$ cat config.mk
export PLATFORM = sky130hd
export DESIGN_NAME = result_tx
export DESIGN_NICKNAME = d
export VERILOG_FILES = /design/src/rtl/result_tx.sv
export SDC_FILE = /design/constraint.sdc
export NUM_CORES = 1
export LEC_CHECK = 0
export ABC_AREA = 1
export CAP_MARGIN = 0
export CORE_ASPECT_RATIO = 0.6
export CORE_MARGIN = 2
export CORE_UTILIZATION = 50
export DETAILED_ROUTE_END_ITERATION = 8
export GPL_ROUTABILITY_DRIVEN = 1
export PLACE_DENSITY = 0.68
export RECOVER_POWER = 25
export SETUP_SLACK_MARGIN = 0.15
export SLEW_MARGIN = 0
export SYNTH_ARGS = -nofsm -noshare
export SYNTH_HDL_FRONTEND = slang
export SYNTH_SLANG_ARGS = --single-unit
$ cat constraint.sdc
create_clock -name clk -period 3.4 [get_ports clk]
set_input_delay 0.68 -clock clk [delete_from_list [all_inputs] [get_ports clk]]
set_output_delay 0.68 -clock clk [all_outputs]
set_load 0.02 [all_outputs]
$ cat src/rtl/result_tx.sv
// Sends a 23-byte result frame (sync, argmax class, ten scores, XOR checksum) to the Pi over an 8-bit strobe/ack handshake.
// Each byte costs at least one tick plus two ack edges; a stalled ack edge aborts the frame after TIMEOUT_TICKS ticks.
module result_tx #(
  parameter int TICK_DIV      = 24999,
  parameter int TIMEOUT_TICKS = 1000
) (
  input  logic        clk,
  input  logic        rstn,
  input  logic        en,
  input  logic        sc_we,
  input  logic [3:0]  sc_addr,
  input  logic [15:0] sc_din,
  input  logic        start,
  input  logic        rpi_ack,
  output logic [7:0]  gpio_d,
  output logic        fpga_out,
  output logic        busy,
  output logic [3:0]  class_idx,
  output logic        done,
  output logic        err
);

  localparam int TW = (TICK_DIV > 0) ? $clog2(TICK_DIV + 1) : 1;
  localparam int OW = (TIMEOUT_TICKS > 1) ? $clog2(TIMEOUT_TICKS + 1) : 1;
  localparam logic [TW-1:0] TICK_RELOAD = TW'(TICK_DIV);
  localparam logic [OW-1:0] TO_LAST     = OW'(TIMEOUT_TICKS - 1);

  typedef enum logic [2:0] {IDLE, ARGMAX, LOAD, SETUP, STROBE, RELEASE, NEXT, DONE} state_t;
  state_t state, state_nxt;

  logic signed [15:0] score [10];
  logic               ack_m, ack_s;
  logic [TW-1:0]      tick_cnt;
  logic               tick;
  logic [OW-1:0]      to_cnt;
  logic               wait_st, to_hit;
  logic [3:0]         arg_i, max_idx, run_idx;
  logic signed [15:0] max_val, run_max;
  logic               upd;
  logic [4:0]         byte_cnt, sc_off;
  logic [3:0]         sc_idx;
  logic [7:0]         chk, sc_byte, cur_byte;
  logic               fpga_out_nxt, busy_nxt, done_nxt, err_nxt;

  always_ff @(posedge clk or negedge rstn) begin
    if (!rstn) begin
      for (int i = 0; i < 10; i++) score[i] <= '0;
    end else if (sc_we && sc_addr <= 4'd9 && !busy) begin
      score[sc_addr] <= sc_din;
    end
  end

  always_ff @(posedge clk or negedge rstn) begin
    if (!rstn) {ack_s, ack_m} <= 2'b00;
    else       {ack_s, ack_m} <= {ack_m, rpi_ack};
  end

  assign tick    = (tick_cnt == '0);
  assign wait_st = (state == SETUP) || (state == STROBE) || (state == RELEASE);
  assign to_hit  = wait_st && tick && (to_cnt == TO_LAST);

  // Tick phase restarts with each frame so handshake timing is frame-relative.
  always_ff @(posedge clk or negedge rstn) begin
    if (!rstn) begin
      tick_cnt <= '0;
      to_cnt   <= '0;
    end else begin
      if (state == IDLE) begin
        if (state_nxt != IDLE) tick_cnt <= TICK_RELOAD;
      end else if (tick) begin
        tick_cnt <= TICK_RELOAD;
      end else begin
        tick_cnt <= tick_cnt - 1'b1;
      end
      if (!wait_st || state_nxt != state) to_cnt <= '0;
      else if (tick)                      to_cnt <= to_cnt + 1'b1;
    end
  end

  assign run_max = (arg_i == 4'd1) ? score[0] : max_val;
  assign run_idx = (arg_i == 4'd1) ? 4'd0 : max_idx;
  assign upd     = score[arg_i] > run_max;

  always_ff @(posedge clk or negedge rstn) begin
    if (!rstn) begin
      arg_i     <= 4'd1;
      max_idx   <= '0;
      max_val   <= '0;
      class_idx <= '0;
    end else if (state == IDLE) begin
      arg_i <= 4'd1;
    end else if (state == ARGMAX) begin
      arg_i   <= arg_i + 4'd1;
      max_val <= upd ? score[arg_i] : run_max;
      max_idx <= upd ? arg_i : run_idx;
      if (arg_i == 4'd9) class_idx <= upd ? arg_i : run_idx;
    end
  end

  // Bytes 2..21 walk the scores high byte first.
  assign sc_off  = byte_cnt - 5'd2;
  assign sc_idx  = (byte_cnt >= 5'd2 && byte_cnt <= 5'd21) ? sc_off[4:1] : 4'd0;
  assign sc_byte = sc_off[0] ? score[sc_idx][7:0] : score[sc_idx][15:8];

  always_comb begin
    cur_byte = sc_byte;
    case (byte_cnt)
      5'd0:    cur_byte = 8'hA5;
      5'd1:    cur_byte = {4'h0, class_idx};
      5'd22:   cur_byte = chk;
      default: cur_byte = sc_byte;
    endcase
  end

  always_ff @(posedge clk or negedge rstn) begin
    if (!rstn) begin
      gpio_d   <= '0;
      byte_cnt <= '0;
      chk      <= '0;
    end else begin
      if (!en)                gpio_d <= '0;
      else if (state == LOAD) gpio_d <= cur_byte;
      if (state == IDLE) begin
        byte_cnt <= '0;
        chk      <= '0;
      end else if (state == LOAD && byte_cnt != 5'd22) begin
        chk <= chk ^ cur_byte;
      end else if (state == NEXT) begin
        byte_cnt <= byte_cnt + 5'd1;
      end
    end
  end

  always_ff @(posedge clk or negedge rstn) begin
    if (!rstn) begin
      state    <= IDLE;
      fpga_out <= 1'b0;
      busy     <= 1'b0;
      done     <= 1'b0;
      err      <= 1'b0;
    end else begin
      state    <= state_nxt;
      fpga_out <= fpga_out_nxt;
      busy     <= busy_nxt;
      done     <= done_nxt;
      err      <= err_nxt;
    end
  end

  always_comb begin
    state_nxt = state;
    case (state)
      IDLE:    if (start) state_nxt = ARGMAX;
      ARGMAX:  if (arg_i == 4'd9) state_nxt = LOAD;
      LOAD:    state_nxt = SETUP;
      SETUP:   if (tick && !ack_s) state_nxt = STROBE;
               else if (to_hit)   state_nxt = IDLE;
      STROBE:  if (ack_s)         state_nxt = RELEASE;
               else if (to_hit)   state_nxt = IDLE;
      RELEASE: if (!ack_s)        state_nxt = NEXT;
               else if (to_hit)   state_nxt = IDLE;
      NEXT:    state_nxt = (byte_cnt == 5'd22) ? DONE : LOAD;
      DONE:    state_nxt = IDLE;
      default: state_nxt = IDLE;
    endcase
    if (!en) state_nxt = IDLE;
  end

  // Outputs are registered from the next state so the Pi never sees decode glitches.
  always_comb begin
    fpga_out_nxt = (state_nxt == STROBE);
    busy_nxt     = (state_nxt != IDLE);
    done_nxt     = (state_nxt == DONE);
    err_nxt      = en && wait_st && (state_nxt == IDLE);
  end

endmodule

==> metrics.md, run 1 <==
| Metric | Value |
|---|---|
| Fin worst setup slack | `0.0295 ns` |
| Vias in the first global route | `13.0k` |
| Core Region | `0.0279 mm^2` |
| Worst Max-Slew Pin Slew | `2.69 ns` |
| Register Area | `0.00609 mm^2` |
| DRT Pass-1 Iters | `9` |
| Syn Inst Count | `1981` |
| Final hold viol count | `0` |
| Clock-pin transition on the worst setup and hold timing paths | `0.07 ns` |
| Static Leak | `0.00806 uW` |
| Clock latency on the worst-skew pair | `0.56 ns` |
| FF+latch count, synth | `243` |
| YS warnings | `0` |
| Total Wirelength | `49500 um` |
| Die ar. | `0.0300 mm^2` |
| Maxcap violations | `1` |
| Die height | `135 um` |
| Final Setup Violations | `0` |
| CTS Buf Count | `25` |
| Skew final | `0.0285 ns` |
| RSZ-0062 raised after global routing | `yes` |
| Mapped Avg Cell Area | `7.22 um^2` |
| GP Congestion | `0.948` |
| Tmin final | `3.37 ns` |
| Final period util | `99.1%` |
| Failing checks | `max-capacitance violations, max-slew violations` |
| Hold buffers post-CTS | `0` |
| Grt ovf | `0` |
| CTS HTree Levels | `1` |
| Buf/Inv on CP | `5` |
| Relative max-transition margin | `-79.6%` |
| Crit path depth | `20` |
| Clock Tree Buf Depth | `3` |
| Critical path data required time | `3.83 ns` |
| Area Growth Syn to Fin | `16.3%` |
| Hold Path Depth | `0` |
| R2R depth | `20` |
| First-pass GRT wire length | `75500 um` |
| Clk root buf | `clkbuf_16` |
| VDD IR-drop max | `0.398 mV` |
| Register area share after synthesis | `42.5%` |
| Slowest stage delay, CP | `0.72 ns` |
| Cell family with most CP delay | `simple AND/OR/NAND/NOR gates` |
| Critical-path top delay cell | `dfstp_4` |
| Max Clk Rate | `0.297 GHz` |
| HP Start | `ack_m` |
| Commonest cells after routing, fill and taps aside | `536 x nand2_1, 260 x o21ai_0, 242 x dfrtp_1, 166 x inv_1, 160 x nor2_1` |
| Post-DR vias/cell | `6.07` |
| GRT Overall Usage | `32.2%` |
| Final ANT Viol Nets | `0` |
| Routed via count | `14.5k` |
| Pwr per Cell Area | `571 mW/mm^2` |
| Max FO, Critical Path | `6` |
| HP Class | `register to register` |
| Synth Cell Area | `0.0143 mm^2` |
| Status | `finished, violations left` |
| Residual DRC | `0` |
| ANT cells | `0` |
| Multi-input gate area in the final layout | `0.00728 mm^2` |
| Row count | `47` |
| Crit path DAT | `3.80 ns` |
| Dpl ws | `0.0252 ns` |
| Starting Density | `51.3%` |
| Syn_nets | `2034` |
| Initial DRC count | `2250` |
| Cell repeated most along the worst path | `nand2_1` |
| CP Cell Sequence | `inv_8, clkbuf_16, o21ai_1, o22ai_1, o211ai_1, nand2_2, ha_4, inv_1, o31ai_4, nand2_1, nand3_1, nand2_1, nand2_1, nand2_2, buf_4, buf_4, nand4_1, nand2_1, nand2_1, nand2_1` |
| Crit Path Class | `register to register` |
| Nets@finish | `2068` |
| Final max-slew violation count | `95` |
| Yosys cell types | `44` |
| Fin area | `0.0167 mm^2` |
| Critical path launch point | `arg_i[0]` |
| CTS sink cnt | `243` |
| HPWL Detailed | `31100 um` |
| Critical Path Start Type | `register` |
| Width of the die | `222 um` |
| Port Buffers | `41` |
| CP Capture Type | `register` |
| Largest net degree at the start of global routing | `97` |
| I/O Pins | `42` |
| FILL cells | `2524` |
| Initial antenna violation count | `0` |
| Hold slack | `0.359 ns` |
| DR WL/cell | `20.6 um` |
| Share of cells above drive strength 1 | `10.4%` |
| Commonest non-fill, non-tap cell in the layout | `nand2_1` |
| FF-to-FF Start | `arg_i[0]` |
| Post-DP Area | `0.0152 mm^2` |
| CTS tree | `done` |
## path summary, 6_finish.rpt
check / end / slack [ns]
worst max-delay path: max_idx[1] / 0.03
worst min-delay path: ack_s / 0.36
worst max register to register: max_idx[1] / 0.03
worst min register to register: ack_s / 0.36
max in group asynchronous: score[44] / 0.80
min in group asynchronous: score[36] / 0.95
## per-layer routing
layer | share of wire [%] | global-route usage (%)
met4 | 2.7 | 9.06
met2 | 40 | 44.6
met1 | 44 | 48.5
met3 | 14 | 9.33
met5 | 0 | 0
## cell type report
type | instances | area share, %
clock inverters | 8 | 0.564
repair buffers | 127 | 7.84
well taps | 367 | 2.76
flip-flops and latches | 243 | 36.5
clock buffers | 35 | 4.46
inverters | 179 | 4.08
multi-input cells | 1439 | 43.7
## power by group
part           internal, uW  leakage (uW)  total (uW)  switching (uW)
Sequential             3440       0.00315        3950             506
Combinational          1100       0.00448        2680            1570
Clock                  1670      0.000420        2880            1220
Total                  6210       0.00806        9510            3300
## Yosys cell counts, drive strengths merged
master | count | share of area (%)
a211oi | 2 | 0.10
a21boi | 1 | 0.052
a21o | 1 | 0.052
a21oi | 35 | 1.2
a31oi | 1 | 0.044
a32o | 8 | 0.56
buf | 34 | 1.3
clkbuf | 86 | 2.3
clkinv | 3 | 0.079
dfrtp | 242 | 42
dfstp | 1 | 0.18
ha | 27 | 2.4
inv | 176 | 4.6
mux2i | 11 | 0.77
nand2 | 550 | 15
nand3 | 166 | 6.0
nand3b | 2 | 0.13
nand4 | 86 | 3.8
nor2 | 170 | 4.8
nor3 | 17 | 0.59
nor4 | 1 | 0.044
o211ai | 9 | 0.47
o21ai | 299 | 11
o21bai | 1 | 0.052
o221ai | 27 | 1.7
o22ai | 6 | 0.26
o31ai | 1 | 0.052
or2 | 4 | 0.19
xnor2 | 7 | 0.43
xor2 | 7 | 0.43
## per-stage QoR
step / TNS (ns) / power, uW / std cells / util, %
finish: 0 / 9510 / 2398 / 59.7
global route: -0.299 / 10000 / 2398 / 59.7
CTS: 0 / 8960 / 2374 / 57.8
detailed placement: 0 / 6050 / 2330 / 54.7
global placement: 0 / 5970 / 2330 / 54.7
floorplan: 0 / 5330 / 1981 / -
## repair_timing
item                                    CTS  global route
buffers inserted                          0            18
endpoints found under the setup margin   23            24
gates cloned                              1             6
pin swaps                                 0            25
resized for setup                         3            91
## sequential cells by signal (all words and copies together), names as in the netlist, 3 cells and up
register and cells:
gpio_d 8, state 3, max_val 16, class_idx 4, to_cnt 10, arg_i 4, max_idx 4, chk 8
tick_cnt 15, score 160, byte_cnt 5
## logic make-up after synthesis
logic type,Yosys count,synth area share [%]
flip-flops,243,42.5
adder cells (fa/ha/maj),27,2.36
XOR/XNOR,14,0.857
AO/OA/AOI/OAI,391,15.0
buffers and inverters,299,8.23
AND/OR/NAND/NOR,996,30.2
multiplexers,11,0.769
(Power assumes the default switching activity.)
==> run 2: changes to the inputs <==
- CAP_MARGIN: 0 -> default
- MAX_ROUTING_LAYER: default -> met4
==> metrics.md, run 2 (synthesis results as in run 1) <==
| Metric | Value |
|---|---|
| Status | `finished, violations left` |
| Failing checks | `max-capacitance violations, max-slew violations` |
| VDD IR-drop max | `0.384 mV (-3.5%)` |
| Residual DRC | `0 (unchanged)` |
| Commonest non-fill, non-tap cell in the layout | `nand2_1` |
| Row count | `47 (unchanged)` |
| Nets@finish | `2058 (-0.48%)` |
| DP Cell Count | `2331 (+0.043%)` |
| Clock latency on the worst-skew pair | `0.56 ns (about the same)` |
| Die ar. | `0.0300 mm^2 (unchanged)` |
| Post-DR vias/cell | `6.01 (-0.97%)` |
| Grt ovf | `0 (unchanged)` |
| FILL cells | `2603 (+3.1%)` |
| Hold buffers post-CTS | `0 (unchanged)` |
| GRT Overall Usage | `32.6% (+0.39 points)` |
| Non-filler cells, final | `2390 (-0.33%)` |
| Pwr per Cell Area | `573 mW/mm^2 (+0.31%)` |
| Vias in the first global route | `13.0k (-0.26%)` |
| Reg with most FFs | `score` |
| Width of the die | `222 um (unchanged)` |
| Regs by FF count | `score (160), max_val (16), tick_cnt (15)` |
| Max FO, Critical Path | `5 (-1)` |
| Crit Path Class | `register to register` |
| CTS Buf Count | `25 (unchanged)` |
| Max Clk Rate | `0.307 GHz (+3.3%)` |
| I/O Pins | `42 (unchanged)` |
| Largest register FFs | `160 (unchanged)` |
| Tmin final | `3.26 ns (-0.108 ns)` |
| Clk root buf | `clkbuf_16` |
| Worst Max-Slew Pin Slew | `2.47 ns (-0.228 ns)` |
| Cell repeated most along the worst path | `nand2_1` |
| GP Congestion | `0.928 (-2.1%)` |
| Critical path data required time | `3.81 ns (-0.02 ns)` |
| Starting Density | `51.3% (unchanged)` |
| Skew final | `0.0250 ns (-0.00347 ns)` |
| First-pass GRT wire length | `74200 um (-1.8%)` |
| Critical-path top delay cell | `dfstp_2` |
| Routed via count | `14.4k (-1.3%)` |
| CP Cell Sequence | `ha_1, inv_1, nor3_4, buf_6, o21ai_0, ha_4, a21oi_2, o31ai_4, nand2_1, nand3_1, nand2_2, nand2_1, nand2_2, nand3_4, buf_6, nand2_1, nand3_1, o21ai_0` |
| HP Class | `register to register` |
| CTS tree | `done` |
| Final max-slew violation count | `94 (-1.1%)` |
| DRT Pass-1 Iters | `6 (-3)` |
| Total Wirelength | `48100 um (-2.9%)` |
| Critical Path Start Type | `register` |
| Initial DRC count | `1830 (-19%)` |
| Final period util | `95.9% (-3.2 points)` |
| RSZ-0062 raised after global routing | `yes` |
| Clock-pin transition on the worst setup and hold timing paths | `0.06 ns (about the same)` |
| Port Buffers | `41 (unchanged)` |
| CTS sink cnt | `243 (unchanged)` |
| Area Growth Syn to Fin | `14.7%` |
| HPWL Detailed | `31300 um (+0.49%)` |
| Relative max-transition margin | `-64.3% (+15 points)` |
| Power Total | `9400 uW (-1.1%)` |
| CP Capture Type | `register` |
| Largest net degree at the start of global routing | `94 (-3.1%)` |
| Final hold viol count | `0 (unchanged)` |
| Crit path DAT | `3.67 ns (-0.13 ns)` |
| Clock Tree Buf Depth | `3 (unchanged)` |
| Initial antenna violation count | `0 (unchanged)` |
| Reg-to-reg slack, setup | `0.14 ns (+0.11 ns)` |
| Die height | `135 um (unchanged)` |
| DR WL/cell | `20.1 um (-2.6%)` |
| Maxcap violations | `1 (unchanged)` |
| Final ANT Viol Nets | `0 (unchanged)` |
| Core Region | `0.0279 mm^2 (unchanged)` |
| ANT cells | `0 (unchanged)` |
| Share of cells above drive strength 1 | `8.90% (-1.5 points)` |
| Slowest stage delay, CP | `0.60 ns (-0.12 ns)` |
| Final Setup Violations | `0 (unchanged)` |
| Commonest cells after routing, fill and taps aside | `538 x nand2_1, 268 x o21ai_0, 242 x dfrtp_1, 167 x inv_1, 161 x nor2_1` |
| CTS HTree Levels | `1 (unchanged)` |
| Static Leak | `0.00796 uW (-1.2%)` |
-- run 2: worst paths after layout --
path | cells past startpoint | from | end
setup / recovery | 18 | arg_i[0] | class_idx[2]
max in group asynchronous | 2 | rstn | score[57]
hold reg to reg | 0 | ack_m | ack_s
setup reg to reg | 18 | arg_i[0] | class_idx[2]
hold / removal | 0 | ack_m | ack_s
min in group asynchronous | 1 | rstn | score[52]
-- run 2: cell type report --
cell class              count  area (um^2)  area share (%)
multi-input cells        1439         7190            43.8
flip-flops and latches    243         6080            37.1
repair buffers            117         1150            6.98
inverters                 179          674            4.11
clock buffers              31          668            4.07
well taps                 367          459            2.80
clock inverters            14          195            1.19
-- run 2: metal layers --
layer | track usage, % | vias to the layer above | wire length [um]
met5 | - | - | 0
met4 | 9.88 | 0 | 1300
met3 | 10.0 | 120 | 6050
met2 | 44.7 | 803 | 19500
met1 | 46.0 | 6788 | 21200
li1 | - | 6649 | -
-- run 2: critical path: cells and delay by family (launching register included) --
kind	cells	cell delay (ns)
AOI/OAI and AO/OA	4	0.63
adders and majority gates	2	0.50
buffers and inverters	3	0.39
DFF	1	0.60
and+or+nand+nor	9	1.01
-- run 2: report_power, final --
part	total (uW)	switching, uW	internal (uW)
sequential	3920	482	3440
combinational	2470	1490	982
clock	3010	1240	1770
total	9400	3210	6190
-- run 2: repair_timing --
action,in CTS,in global routing
setup endpoints to repair,18,27
pin swaps,0,6
setup buffers,0,9
cloned,0,5
gates resized for setup,2,56
-- run 2: through the flow --
step	area (um^2)	worst slack, ns	hold WS, ns	setup TNS [ns]	utilization (%)
CTS	16200	0.152	0.200	0	57.9
finish	16400	0.138	0.351	0	58.9
floorplan	14300	0.167	0.331	0	-
detailed placement	15300	0.0649	0.343	0	54.8
global placement	15300	0.157	0.335	0	54.8
global route	16400	-0.110	0.370	-0.954	58.9
